==> src/rtl/adam_rst_seq.sv <==
// Reset sequencer: holds all domain resets after board reset, releases them
// one by one in index order, and services software reset requests by first
// pausing every domain (req/ack with timeout) before re-entering the hold.
module adam_rst_seq #(
   parameter int NO_DOMAINS     = 2,
   parameter int HOLD_CYCLES    = 16,
   parameter int STAGGER_CYCLES = 4,
   parameter int TIMEOUT_CYCLES = 64,
   parameter int CNT_WIDTH      = $clog2(
      (HOLD_CYCLES > STAGGER_CYCLES)
         ? ((HOLD_CYCLES > TIMEOUT_CYCLES) ? HOLD_CYCLES : TIMEOUT_CYCLES)
         : ((STAGGER_CYCLES > TIMEOUT_CYCLES) ? STAGGER_CYCLES : TIMEOUT_CYCLES)) + 1
) (
   input  logic                  clk_i,
   input  logic                  rst_n_i,
   input  logic                  soft_rst_req_i,
   output logic                  soft_rst_ack_o,
   output logic [NO_DOMAINS-1:0] pause_req_o,
   input  logic [NO_DOMAINS-1:0] pause_ack_i,
   output logic [NO_DOMAINS-1:0] rst_o,
   output logic                  busy_o,
   output logic                  timeout_o
);

   if (NO_DOMAINS < 1 || HOLD_CYCLES < 1 || STAGGER_CYCLES < 1 ||
       TIMEOUT_CYCLES < 1 || CNT_WIDTH < 1) begin : g_param_chk
      $error("adam_rst_seq: every parameter must be >= 1");
   end

   // idx must be able to hold NO_DOMAINS (value after the last release)
   localparam int IDX_W = (NO_DOMAINS < 2) ? 1 : $clog2(NO_DOMAINS + 1);

   localparam logic [CNT_WIDTH-1:0] HOLD_LAST    = CNT_WIDTH'(HOLD_CYCLES - 1);
   localparam logic [CNT_WIDTH-1:0] STAGGER_LAST = CNT_WIDTH'(STAGGER_CYCLES - 1);
   localparam logic [CNT_WIDTH-1:0] TIMEOUT_LAST = CNT_WIDTH'(TIMEOUT_CYCLES - 1);
   localparam logic [IDX_W-1:0]     IDX_LAST     = IDX_W'(NO_DOMAINS - 1);

   typedef enum logic [1:0] {
      S_HOLD    = 2'd0,
      S_RELEASE = 2'd1,
      S_RUN     = 2'd2,
      S_PAUSE   = 2'd3
   } state_t;

   state_t                  state_q, state_d;
   logic [CNT_WIDTH-1:0]    cnt_q, cnt_d;
   logic [IDX_W-1:0]        idx_q, idx_d;
   logic [NO_DOMAINS-1:0]   rst_q, rst_d;
   logic [NO_DOMAINS-1:0]   pause_req_q, pause_req_d;
   logic                    ack_q, ack_d;
   logic                    busy_q, busy_d;
   logic                    timeout_q, timeout_d;
   logic                    all_ack;

   assign all_ack = &pause_ack_i;

   // State register: every output comes straight from a flop
   always_ff @(posedge clk_i) begin
      if (!rst_n_i) begin
         state_q     <= S_HOLD;
         cnt_q       <= '0;
         idx_q       <= '0;
         rst_q       <= '1;
         pause_req_q <= '0;
         ack_q       <= 1'b0;
         busy_q      <= 1'b1;
         timeout_q   <= 1'b0;
      end else begin
         state_q     <= state_d;
         cnt_q       <= cnt_d;
         idx_q       <= idx_d;
         rst_q       <= rst_d;
         pause_req_q <= pause_req_d;
         ack_q       <= ack_d;
         busy_q      <= busy_d;
         timeout_q   <= timeout_d;
      end
   end

   // Next-state and next-output logic; the ack pulse defaults low so it lasts one cycle
   always_comb begin
      state_d     = state_q;
      cnt_d       = cnt_q;
      idx_d       = idx_q;
      rst_d       = rst_q;
      pause_req_d = pause_req_q;
      ack_d       = 1'b0;
      busy_d      = busy_q;
      timeout_d   = timeout_q;

      unique case (state_q)
         S_HOLD: begin
            cnt_d = cnt_q + CNT_WIDTH'(1);
            if (cnt_q == HOLD_LAST) begin
               rst_d[0] = 1'b0;
               cnt_d    = '0;
               idx_d    = IDX_W'(1);
               if (NO_DOMAINS == 1) begin
                  state_d = S_RUN;
                  busy_d  = 1'b0;
               end else begin
                  state_d = S_RELEASE;
               end
            end
         end
         S_RELEASE: begin
            cnt_d = cnt_q + CNT_WIDTH'(1);
            if (cnt_q == STAGGER_LAST) begin
               for (int k = 0; k < NO_DOMAINS; k++) begin
                  if (idx_q == IDX_W'(k)) rst_d[k] = 1'b0;
               end
               cnt_d = '0;
               idx_d = idx_q + IDX_W'(1);
               if (idx_q == IDX_LAST) begin
                  state_d = S_RUN;
                  busy_d  = 1'b0;
               end
            end
         end
         S_RUN: begin
            if (soft_rst_req_i) begin
               state_d     = S_PAUSE;
               pause_req_d = '1;
               cnt_d       = '0;
               busy_d      = 1'b1;
            end
         end
         S_PAUSE: begin
            cnt_d = cnt_q + CNT_WIDTH'(1);
            if (all_ack || cnt_q == TIMEOUT_LAST) begin
               state_d     = S_HOLD;
               rst_d       = '1;
               pause_req_d = '0;
               ack_d       = 1'b1;
               cnt_d       = '0;
               idx_d       = '0;
               // A full ack on the timeout edge counts as a clean pause
               if (!all_ack) timeout_d = 1'b1;
            end
         end
         default: begin
            state_d = S_HOLD;
         end
      endcase
   end

   assign rst_o          = rst_q;
   assign pause_req_o    = pause_req_q;
   assign soft_rst_ack_o = ack_q;
   assign busy_o         = busy_q;
   assign timeout_o      = timeout_q;

endmodule

==> config.mk <==
export PLATFORM = sky130hd
export DESIGN_NAME = adam_rst_seq
export DESIGN_NICKNAME = d
export VERILOG_FILES = /design/src/rtl/adam_rst_seq.sv
export SDC_FILE = /design/constraint.sdc
export NUM_CORES = 1
export LEC_CHECK = 0
export CORE_ASPECT_RATIO = 1.4
export CORE_UTILIZATION = 45
export DETAILED_ROUTE_END_ITERATION = 10
export GPL_ROUTABILITY_DRIVEN = 0
export GPL_TIMING_DRIVEN = 0
export HOLD_SLACK_MARGIN = 0.15
export PLACE_DENSITY = 0.69
export SETUP_SLACK_MARGIN = 0.4
export SYNTH_ARGS = -nofsm -noshare
export SYNTH_HDL_FRONTEND = slang
export SYNTH_SLANG_ARGS = --single-unit
==> constraint.sdc <==
create_clock -name clk_i -period 2.93 [get_ports clk_i]
set_clock_uncertainty 0.05 [all_clocks]
set_input_delay 0.586 -clock clk_i [delete_from_list [all_inputs] [get_ports clk_i]]
set_output_delay 0.586 -clock clk_i [all_outputs]
set_load 0.05 [all_outputs]
# After elaboration in Yosys (flattened, before gate mapping)
# Cells that the tools add are included.
[classes]
n_eq_ne = 13
reduce_logical = 16
add_sub_neg = 2
n_mux = 25
bitwise_logic = 1
[op_table]
columns = ["operator", "count"]
rows = [
  ["7-bit 2-to-1 mux", 4],
  ["7-bit case mux with 4 select lines", 1],
  ["2-bit 2-to-1 mux", 8],
  ["2-bit inequality test, second input constant", 6],
  ["4-bit AND reduction", 3],
  ["5-bit AND reduction", 2],
  ["2-bit case mux with 4 select lines", 1],
  ["7-bit by 1-bit adder with 7-bit output, second input constant", 1],
  ["7-bit by 2-bit == test with 1-bit output, second input constant", 1],
  ["7-bit by 4-bit == test with 1-bit output, second input constant", 1],
  ["7-bit by 6-bit == test with 1-bit output, second input constant", 1],
  ["1-bit 2-to-1 mux", 6],
  ["2-bit case mux with 3 select lines", 1],
  ["3-bit AND reduction", 2],
  ["2-bit nonzero test", 3],
  ["2-bit by 1-bit == test with 1-bit output, second input constant", 2],
  ["2-bit == test, second input constant", 2],
  ["2-bit zero test", 2],
  ["1-bit case mux with 2 select lines", 2],
  ["2-bit case mux with 2 select lines", 1],
  ["2-bit AND reduction", 2],
  ["1-bit case mux with 3 select lines", 1],
  ["3-bit nonzero test", 1],
  ["2-bit by 1-bit adder with 2-bit output, second input constant", 1],
  ["other kinds (2)", 2],
]
[word_totals]
input_bits = 5
word_cells = 66
register_bits = 18
out_inout_bits = 7

# Longest topological paths before layout
# Gate-level depths: netlist of the first run.
[depth]
word_depth = 4
mapped_depth = 7
depth_no_buf = 7

# Worst setup path after synthesis of the first run
# No wires, ideal clock.
[synth_path]
path_type = "flip-flop to flip-flop"
from = "register cnt_q[0]"
to = "register cnt_q[2]"
path_stages_with_launch = 7
path_slack_ps = 1017
synth_period_minus_slack_ps = 1913
setup_time_ps = 120
t_required_ps = 2760
arrival_ps = 1743
path_buffers = 0
cell_sequence = "dfxtp_1 -> ha_1 -> or4b_1 -> a211oi_2 -> and2_4 -> nor4b_1 -> o31a_1"
[synth_via]
elab_chain_cells = 4
word_cells_on_any_way = 9
cone_classes = "add/sub: 1; eq/ne: 3; mux: 4; reduce/logical: 1"
[synth_rtl]
columns = ["element", "line_no", "source"]
rows = [
  ["start: declaration", "46", "logic [CNT_WIDTH-1:0] cnt_q, cnt_d;"],
  ["start signal: assignment", "70", "cnt_q <= cnt_d;"],
  ["branches (longest 3 deep; another with 7-bit by 1-bit adder with 7-bit output)", "--", ""],
  ["7-bit case mux with 4 select lines (*)", "91", "unique case (state_q)"],
]
# Every way passes the cells marked *.
# A chain may end at the register's enable or synchronous reset.

==> impl_metrics.yaml, run 1 <==
worst_setup_path:
  slowest_stage: "clkdlybuf4s50_1"
  reg2reg_depth: 6
  cp_cell_sequence: "buf_4, clkdlybuf4s50_1"
  crit_type: "reg -> out"
  cp-start-kind: "flop"
  end_kind: "output port"
  slowest_delay_ps: 790
  cp.required_ps: 2290
  timing.rr.end: "rst_o[0]"
  worstPathArrival_ps: 1580
  rrSetupSlack_ps: 830
  r2r-start: "cnt_q[0]"
  worstPathMaxFanout: 4
route:
  drtIter0Drc: 9
  detail_route.vias_per_cell: 5.85
  via_count: 918
  met1_length_um: 936
  post_drt_wl_per_cell_um: 13.6
  dr_wl_met3_um: 51
  firstDrtPassIters: 4
  drc: 0
  postRouteWirelength_um: 2140
  wl_met2_um: 1130
  highest_layer: "met4"
  postRouteAntennaNets: 0
floorplanning:
  die_y_um: 58.0
  dieArea_um2: 2430
  io_pins: 12
  start_util_pct: 49.3
  die_w_um: 42.0
  rows: 19
  fp.coreArea_um2: 2040
timing:
  period_minus_slack_ps: 2220
  tightest_slew_ps: 502
  rsz0062_at_grt: "no"
  slew_headroom_pct: 66.5
  finalHoldViolCount: 0
  post-route-period-util_pct: 75.7
  fmax_mhz: 451
  setup_tns_ps: 0
  setup_viol: 0
  slew_viol_final: 0
global_route:
  first_global_vias: 934
  grt_overflow: 0
  grt_max_degree: 11
  grt_usage_pct: 20.6
  grt_pass1_wl_um: 3940
  antenna_found_initial: 0
logic_synthesis:
  synthArstFlopShare_pct: 0
  syn_area_um2: 1010
  ys_types: 46
  ys_top_cells_by_area: "dfxtp_1 34%, ha_1 11%, o21ai_0 4.5%"
  synth-main-ff-cell: "dfxtp_1"
  yosys_warnings: 0
  ys_seq_area_share_pct: 33.8
  synth_top_area_share_pct: 33.8
  syn_area_per_cell_um2: 8.32
  syn_nets: 135
  synth_seq_cells: 17
  syn_inst: 121
  synth_edf_count: 0
  synth_top_area_cell: "dfxtp_1"
finish:
  final_cell_mix: "17 x dfxtp_1, 11 x nand2_1, 11 x nor2_1, 11 x clkdlybuf4s50_1"
  layout-drive-gt1-share_pct: 9.56
  final_core_util_pct: 57.3
  syn_to_final_growth_pct: 16.3
  final_common_cell: "dfxtp_1"
  diodes: 0
  nFillCells: 217
  nets: 151
status:
  outcome: "completed"
placement:
  io_buffers: 11
  dp_hpwl_um: 1580
min_path:
  hold_start: "timeout_o"
  hold_depth: 2
  hold_path.class: "reg -> reg"
  hold_end: "timeout_o"
clocking:
  cts_root_buf: "clkbuf_4"
  cts_sinks: 17
  clock_latency_ps: 280
  clk_pin_slew_ps: 100
  cts_tree: "yes"
  post_cts_resized: 0
  htreeDepth: 1
  post-cts-setup-buffer-count: 0
  clk_path_buf_depth: 2
  numCtsBuffers: 3
  ctsHoldBuffers: 0
power:
  p_leak_nw: 0.423
  powerDensity_nw_per_um2: 596
  ir_drop_v: 0.000367
run:
  cap_viol_max_count: 0
layer usage:
metal	track usage, %	up-vias
met3	2.80	2
li1	-	465
met5	0	-
met4	8.76	0
met2	38.2	13
met1	23.3	438
Yosys cell counts (2+ instances only):
cell,n
dfxtp_1,17
and2_1,2
inv_1,7
a31oi_1,2
nor3_1,3
clkbuf_1,2
nand2_1,11
o21ai_0,9
ha_1,9
o21a_1,3
nand3_1,4
a21oi_1,6
or3_1,2
nand3b_1,2
nor2_1,11
worst max-delay path: cells and delay by family, from the launching register on:
family | cells | cell delay (ps)
buffers and inverters | 2 | 910
DFF | 1 | 390
cell type report:
class	instances	area (um^2)	share of cell area, %
multi-input combinational	92	617	52.7
sequential	17	340	29.1
timing repair buffer	11	110	9.40
inverter	8	30.0	2.56
tap	21	26.3	2.24
clock buffer	3	22.5	1.92
buffer	4	20.0	1.71
clock inverter	1	5.00	0.427
worst max-delay path by stage:
stage | startpoint | end | cells past startpoint
2_1_floorplan | cnt_q[0] | cnt_q[2] | 6
3_5_place_dp | pause_ack_i[1] | rst_o[0] | 6
3_3_place_gp | pause_ack_i[0] | rst_o[0] | 6
6_report | pause_req_o[0] | pause_req_o[1] | 2
5_1_grt | cnt_q[0] | rst_o[0] | 6
4_1_cts | pause_req_o[0] | pause_req_o[1] | 2
kinds of logic (layout without fill, tap and decap cells):
| kind of cell | Yosys count | after routing | share of synthesized area, % |
|---|---|---|---|
| and+or+nand+nor | 48 | 48 | 25.3 |
| AOI/OAI and AO/OA | 34 | 34 | 23.6 |
| DFF | 17 | 17 | 33.8 |
| buffers and inverters | 12 | 27 | 4.97 |
| adders and majority gates | 9 | 9 | 11.2 |
| muxes | 1 | 1 | 1.12 |
state kept, by name, summed over array words and instances (netlist names):
register	cells
busy_o	1
cnt_q	7
idx_q	2
pause_req_o	1
rst_o	2
soft_rst_ack_o	1
state_q	2
timeout_o	1
power breakdown:
group,internal [W],leakage (nW),switching [W]
Sequential,0.000265,0.138,0.0000294
Combinational,0.000119,0.268,0.000158
Clock,0.0000506,0.0177,0.0000768
Total,0.000434,0.423,0.000264
metrics by stage:
| step | worst slack [ps] | area, um^2 | std cells | hold slack [ps] | total power [W] |
|---|---|---|---|---|---|
| 6_report | 711 | 1170 | 157 | 434 | 0.000698 |
| 5_1_grt | 542 | 1170 | 157 | 484 | 0.000760 |
| 4_1_cts | 697 | 1170 | 157 | 448 | 0.000709 |
| 3_5_place_dp | 758 | 1140 | 153 | 423 | 0.000577 |
| 3_3_place_gp | 821 | 1140 | 153 | 408 | 0.000566 |
| 2_1_floorplan | 1020 | 1010 | 121 | 446 | 0.000507 |
Note: power is estimated with default switching activity, not from simulation.
==> run 2: changes to the inputs <==
- PLACE_DENSITY: 0.69 -> 0.71
- clock period: 2.93 -> 1.9 ns (I/O delays scaled with it)
==> run 2 against run 1 <==
- the flow now finishes with violations (negative setup slack)
- first-iteration DRC count rose to 2.9 times the previous value
- combinational power rose by 130%
- sequential power rose by 61%
- sequential share of layout area fell by 3.3 points
- utilization increased by 9.4 points
- power increased by 89%
- critical path depth up 4
- global-route usage decreased by 0.52 points
- final area is 16% higher
- clock power grew 57%
==> impl_metrics.yaml, run 2 (synthesis results as in run 1) <==
finish:
  final_common_cell: "nand2_1"
  diodes: 0
  largest_reg_flops: 7
  syn_to_final_growth_pct: 35.3
  top_register: "cnt_q"
  layout-drive-gt1-share_pct: 36.8
  nets: 159
  final_cell_mix: "11 x nand2_1, 9 x nor2_1, 9 x buf_4, 9 x dfxtp_1, 8 x dfxtp_2"
  nFillCells: 168
worst_setup_path:
  cp_cell_sequence: "ha_4, or4b_4, a211oi_4, and2_4, nor3b_2, o31a_1"
  cp-start-kind: "flop"
  worst-path-buf-inv: 0
  worstPathMaxFanout: 4
  worstPathArrival_ps: 2060
  crit_type: "reg -> reg"
  end_kind: "flop"
  cp_top_family: "simple AND/OR/NAND/NOR gates"
  cp.required_ps: 2040
  slowest_delay_ps: 470
  slowest_stage: "or4b_4"
floorplanning:
  die_w_um: 42.0
  rows: 19
  start_util_pct: 49.3
  dieArea_um2: 2430
  die_y_um: 58.0
  fp.coreArea_um2: 2040
  io_pins: 12
route:
  detail_route.vias_per_cell: 5.87
  drtIter0Drc: 26
  firstDrtPassIters: 4
  via_count: 968
  drc: 0
  postRouteAntennaNets: 0
  post_drt_wl_per_cell_um: 14.3
  postRouteWirelength_um: 2360
global_route:
  grt_pass1_wl_um: 3800
  grt_max_degree: 11
  antenna_found_initial: 0
  grt_usage_pct: 20.1
  first_global_vias: 903
  grt_overflow: 0
timing:
  post-route-period-util_pct: 101
  slew_headroom_pct: 69.5
  setup_viol: 1
  rsz0062_at_grt: "yes"
  slew_viol_final: 0
  holdWs_ps: 425
  period_minus_slack_ps: 1920
  finalHoldViolCount: 0
  fmax_mhz: 521
  timing.final.ws_setup_ps: -20.8
  tightest_slew_ps: 457
clocking:
  clk_path_buf_depth: 2
  clock_latency_ps: 300
  cts_tree: "yes"
  cts_sinks: 17
  cts_root_buf: "clkbuf_4"
  htreeDepth: 1
  clk_pin_slew_ps: 100
  numCtsBuffers: 3
power:
  p_leak_nw: 0.499
  powerDensity_nw_per_um2: 967
  power.total_w: 0.00132
  ir_drop_v: 0.000640
status:
  outcome: "finished with violations"
  violations: "negative setup slack"
placement:
  dp_hpwl_um: 1590
  io_buffers: 11
run:
  cap_viol_max_count: 0
min_path:
  hold_path.class: "reg -> reg"
## run 2: cell count changes in the layout (fill, tap and decap cells not counted), moves of 3 or more
| cell | previous run | this run |
|---|---|---|
| dfxtp_2 | 0 | 8 |
| clkdlybuf4s50_1 | 11 | 4 |
| clkdlybuf4s15_2 | 0 | 4 |
| buf_4 | 1 | 9 |
| o21ai_1 | 1 | 4 |
| o21ai_0 | 9 | 4 |
| dfxtp_1 | 17 | 9 |
## run 2: cell type report
cell class | instances | area [um^2] | area share, %
well taps | 21 | 26.3 | 1.93
multi-input cells | 92 | 744 | 54.6
inverters | 8 | 30.0 | 2.20
clock inverters | 1 | 5.00 | 0.367
flip-flops and latches | 17 | 350 | 25.7
repair buffers | 19 | 163 | 11.9
plain buffers | 4 | 21.3 | 1.56
clock buffers | 3 | 22.5 | 1.65
## run 2: final timing paths
check	startpoint	end	slack (ps)	cells after the start
setup / recovery	cnt_q[0]	cnt_q[2]	-20	6
hold / removal	timeout_o	timeout_o	420	2
setup reg to reg	cnt_q[0]	cnt_q[2]	-20	6
hold reg to reg	timeout_o	timeout_o	420	2
## run 2: power breakdown
group	internal [W]	switching, W	leakage (nW)
clock	0.0000784	0.000122	0.0177
sequential	0.000416	0.0000576	0.141
combinational	0.000318	0.000327	0.340
## run 2: metal layers
| metal | GRT usage [%] | wire length [um] | vias up |
|---|---|---|---|
| met5 | 0 | 0 | - |
| met4 | 11.5 | 43 | 0 |
| met3 | 2.18 | 69 | 4 |
| met2 | 37.9 | 1270 | 19 |
| met1 | 21.2 | 976 | 460 |
| li1 | - | - | 485 |
## run 2: through the flow
stage | instance area (um^2) | utilization (%) | TNS (ps) | setup slack [ps] | instances
after global placement | 1160 | 56.7 | -11.3 | -11.3 | 153
after detailed placement | 1160 | 56.7 | -83.6 | -38.9 | 153
after floorplan | 1020 | - | 0 | 128 | 121
final | 1360 | 66.6 | -20.8 | -20.8 | 165
after global routing | 1360 | 66.6 | -236 | -58.2 | 165
after CTS | 1230 | 60.3 | 0 | 32.0 | 162
## run 2: worst register-to-register path, stage by stage (launching register included)
cell and delay (ps):
dfxtp_2 370, ha_4 160, or4b_4 470, a211oi_4 250, and2_4 210, nor3b_2 50
o31a_1 260
## run 2: repair_timing
action                                  in CTS  in global routing
endpoints found under the setup margin      22                 17
pin swaps                                    3                  8
gates resized for setup                     25                 33
buffers inserted                             5                  3
hold buffers                                 0                  0
==> run 3: changes to the inputs <==
- PLACE_DENSITY: 0.71 -> 0.69
- clock period: 1.9 -> 2.4 ns (I/O delays scaled with it)
==> run 3 against run 2 <==
- sequential share of layout area increased by 1.5 points
- critical path depth decreased by 5
- clock power decreased by 23%
- sequential power decreased by 21%
- clock-buffer cell count unchanged
- utilization decreased by 4.7 points
- first-iteration DRC count decreased by 58%
- register-to-register slack improved by 510 ps
- non-clock buffer count decreased by 3
- sequential cell count unchanged
- wire length decreased by 6.0%
- the run now ends clean
==> impl_metrics.yaml, run 3 (synthesis results as in run 1) <==
status:
  outcome: "completed"
route:
  postRouteWirelength_um: 2220
  post_drt_wl_per_cell_um: 13.7
  via_count: 951
  postRouteAntennaNets: 0
  firstDrtPassIters: 4
  detail_route.vias_per_cell: 5.87
  drc: 0
  drtIter0Drc: 11
worst_setup_path:
  slowest_delay_ps: 780
  cp.required_ps: 1870
  cp_cell_sequence: "clkdlybuf4s50_1"
  worstPathArrival_ps: 1390
  critPathLaunch: "soft_rst_ack_o"
  worst-path-buf-inv: 1
  reg2reg_depth: 6
  slowest_stage: "clkdlybuf4s50_1"
  rrSetupSlack_ps: 490
  crit_type: "reg -> out"
  cp-start-kind: "flop"
  end_kind: "output port"
  cp_top_family: "buffers and inverters"
  worstPathMaxFanout: 1
  path_depth: 1
  timing.rr.end: "idx_q[0]"
  endpoint: "soft_rst_ack_o"
  r2r-start: "cnt_q[1]"
timing:
  finalHoldViolCount: 0
  period_minus_slack_ps: 1920
  post-route-period-util_pct: 79.8
  setup_viol: 0
  rsz0062_at_grt: "yes"
  tightest_slew_ps: 513
  slew_headroom_pct: 65.8
  slew_viol_final: 0
  setup_tns_ps: 0
  fmax_mhz: 522
finish:
  top_register: "cnt_q"
  syn_to_final_growth_pct: 25.8
  largest_reg_flops: 7
  final_cell_mix: "15 x dfxtp_1, 11 x nand2_1, 11 x nor2_1"
  nets: 156
  layout-drive-gt1-share_pct: 17.7
  diodes: 0
  final_core_util_pct: 62.0
  final_common_cell: "dfxtp_1"
clocking:
  clock_latency_ps: 280
  cts_root_buf: "clkbuf_4"
  cts_tree: "yes"
  htreeDepth: 1
  ctsHoldBuffers: 0
  clk_path_buf_depth: 2
  numCtsBuffers: 3
  cts_sinks: 17
  clk_pin_slew_ps: 100
power:
  comb_power_share_pct: 44.3
  power.share.switching_pct: 37.6
  power_frac_clock_pct: 16.3
  p_seq_share_pct: 39.4
  switchingPower_w: 0.000356
  ir_drop_v: 0.000507
  p_int_w: 0.000592
  p_leak_nw: 0.485
  powerDensity_nw_per_um2: 748
min_path:
  hold_path.class: "reg -> reg"
  hold_depth: 2
floorplanning:
  dieArea_um2: 2430
  rows: 19
  start_util_pct: 49.3
  fp.coreArea_um2: 2040
  die_y_um: 58.0
  die_w_um: 42.0
  io_pins: 12
placement:
  dp_hpwl_um: 1580
  io_buffers: 11
global_route:
  grt_max_degree: 11
  grt_overflow: 0
  antenna_found_initial: 0
  grt_pass1_wl_um: 3970
  first_global_vias: 942
  grt_usage_pct: 20.8
run:
  cap_viol_max_count: 0
## run 3: repair_timing
| item | in CTS | in global routing |
|---|---|---|
| gates resized for setup | 9 | 12 |
| pin swaps | 2 | 8 |
| setup endpoints to repair | 10 | 15 |
| buffers inserted | 0 | 5 |
## run 3: through the flow
step                instance area, um^2  power (W)  setup WS, ps  hold WS [ps]  cells
finish                             1270   0.000949           484           428    162
global route                       1270    0.00103           376           478    162
CTS                                1190   0.000884           412           448    157
detailed placement                 1140   0.000704           334           423    153
global placement                   1140   0.000690           396           408    153
floorplan                          1010   0.000619           487           446    121
## run 3: power by group through the flow
stage | Combinational (W) | Clock (W) | Sequential, W
5_1_grt | 0.000472 | 0.000174 | 0.000381
3_5_place_dp | 0.000338 | 0 | 0.000366
2_1_floorplan | 0.000237 | 0 | 0.000383
4_1_cts | 0.000351 | 0.000164 | 0.000368
3_3_place_gp | 0.000328 | 0 | 0.000362
6_report | 0.000420 | 0.000155 | 0.000374
## run 3: final cells by class
class	count	area, um^2
Buffer	4	21.3
Timing Repair Buffer	16	151
Clock buffer	3	22.5
Fill cell	196	777
Tap cell	21	26.3
Sequential cell	17	345
Inverter	8	30.0
Multi-Input combinational cell	92	666
Clock inverter	1	5.00
## run 3: per-layer routing
| metal | vias up | wire (um) | global-route usage (%) |
|---|---|---|---|
| li1 | 476 | - | - |
| met3 | 6 | 44 | 3.12 |
| met5 | - | 0 | 0 |
| met4 | 0 | 53 | 10.1 |
| met1 | 456 | 953 | 23.0 |
| met2 | 13 | 1170 | 38.4 |
## run 3: how the worst min path moves through the flow
stage                          from         to
after floorplan            cnt_q[3]   cnt_q[3]
after global placement    timeout_o  timeout_o
after detailed placement  timeout_o  timeout_o
after CTS                 timeout_o  timeout_o
after global routing      timeout_o  timeout_o
final                     timeout_o  timeout_o
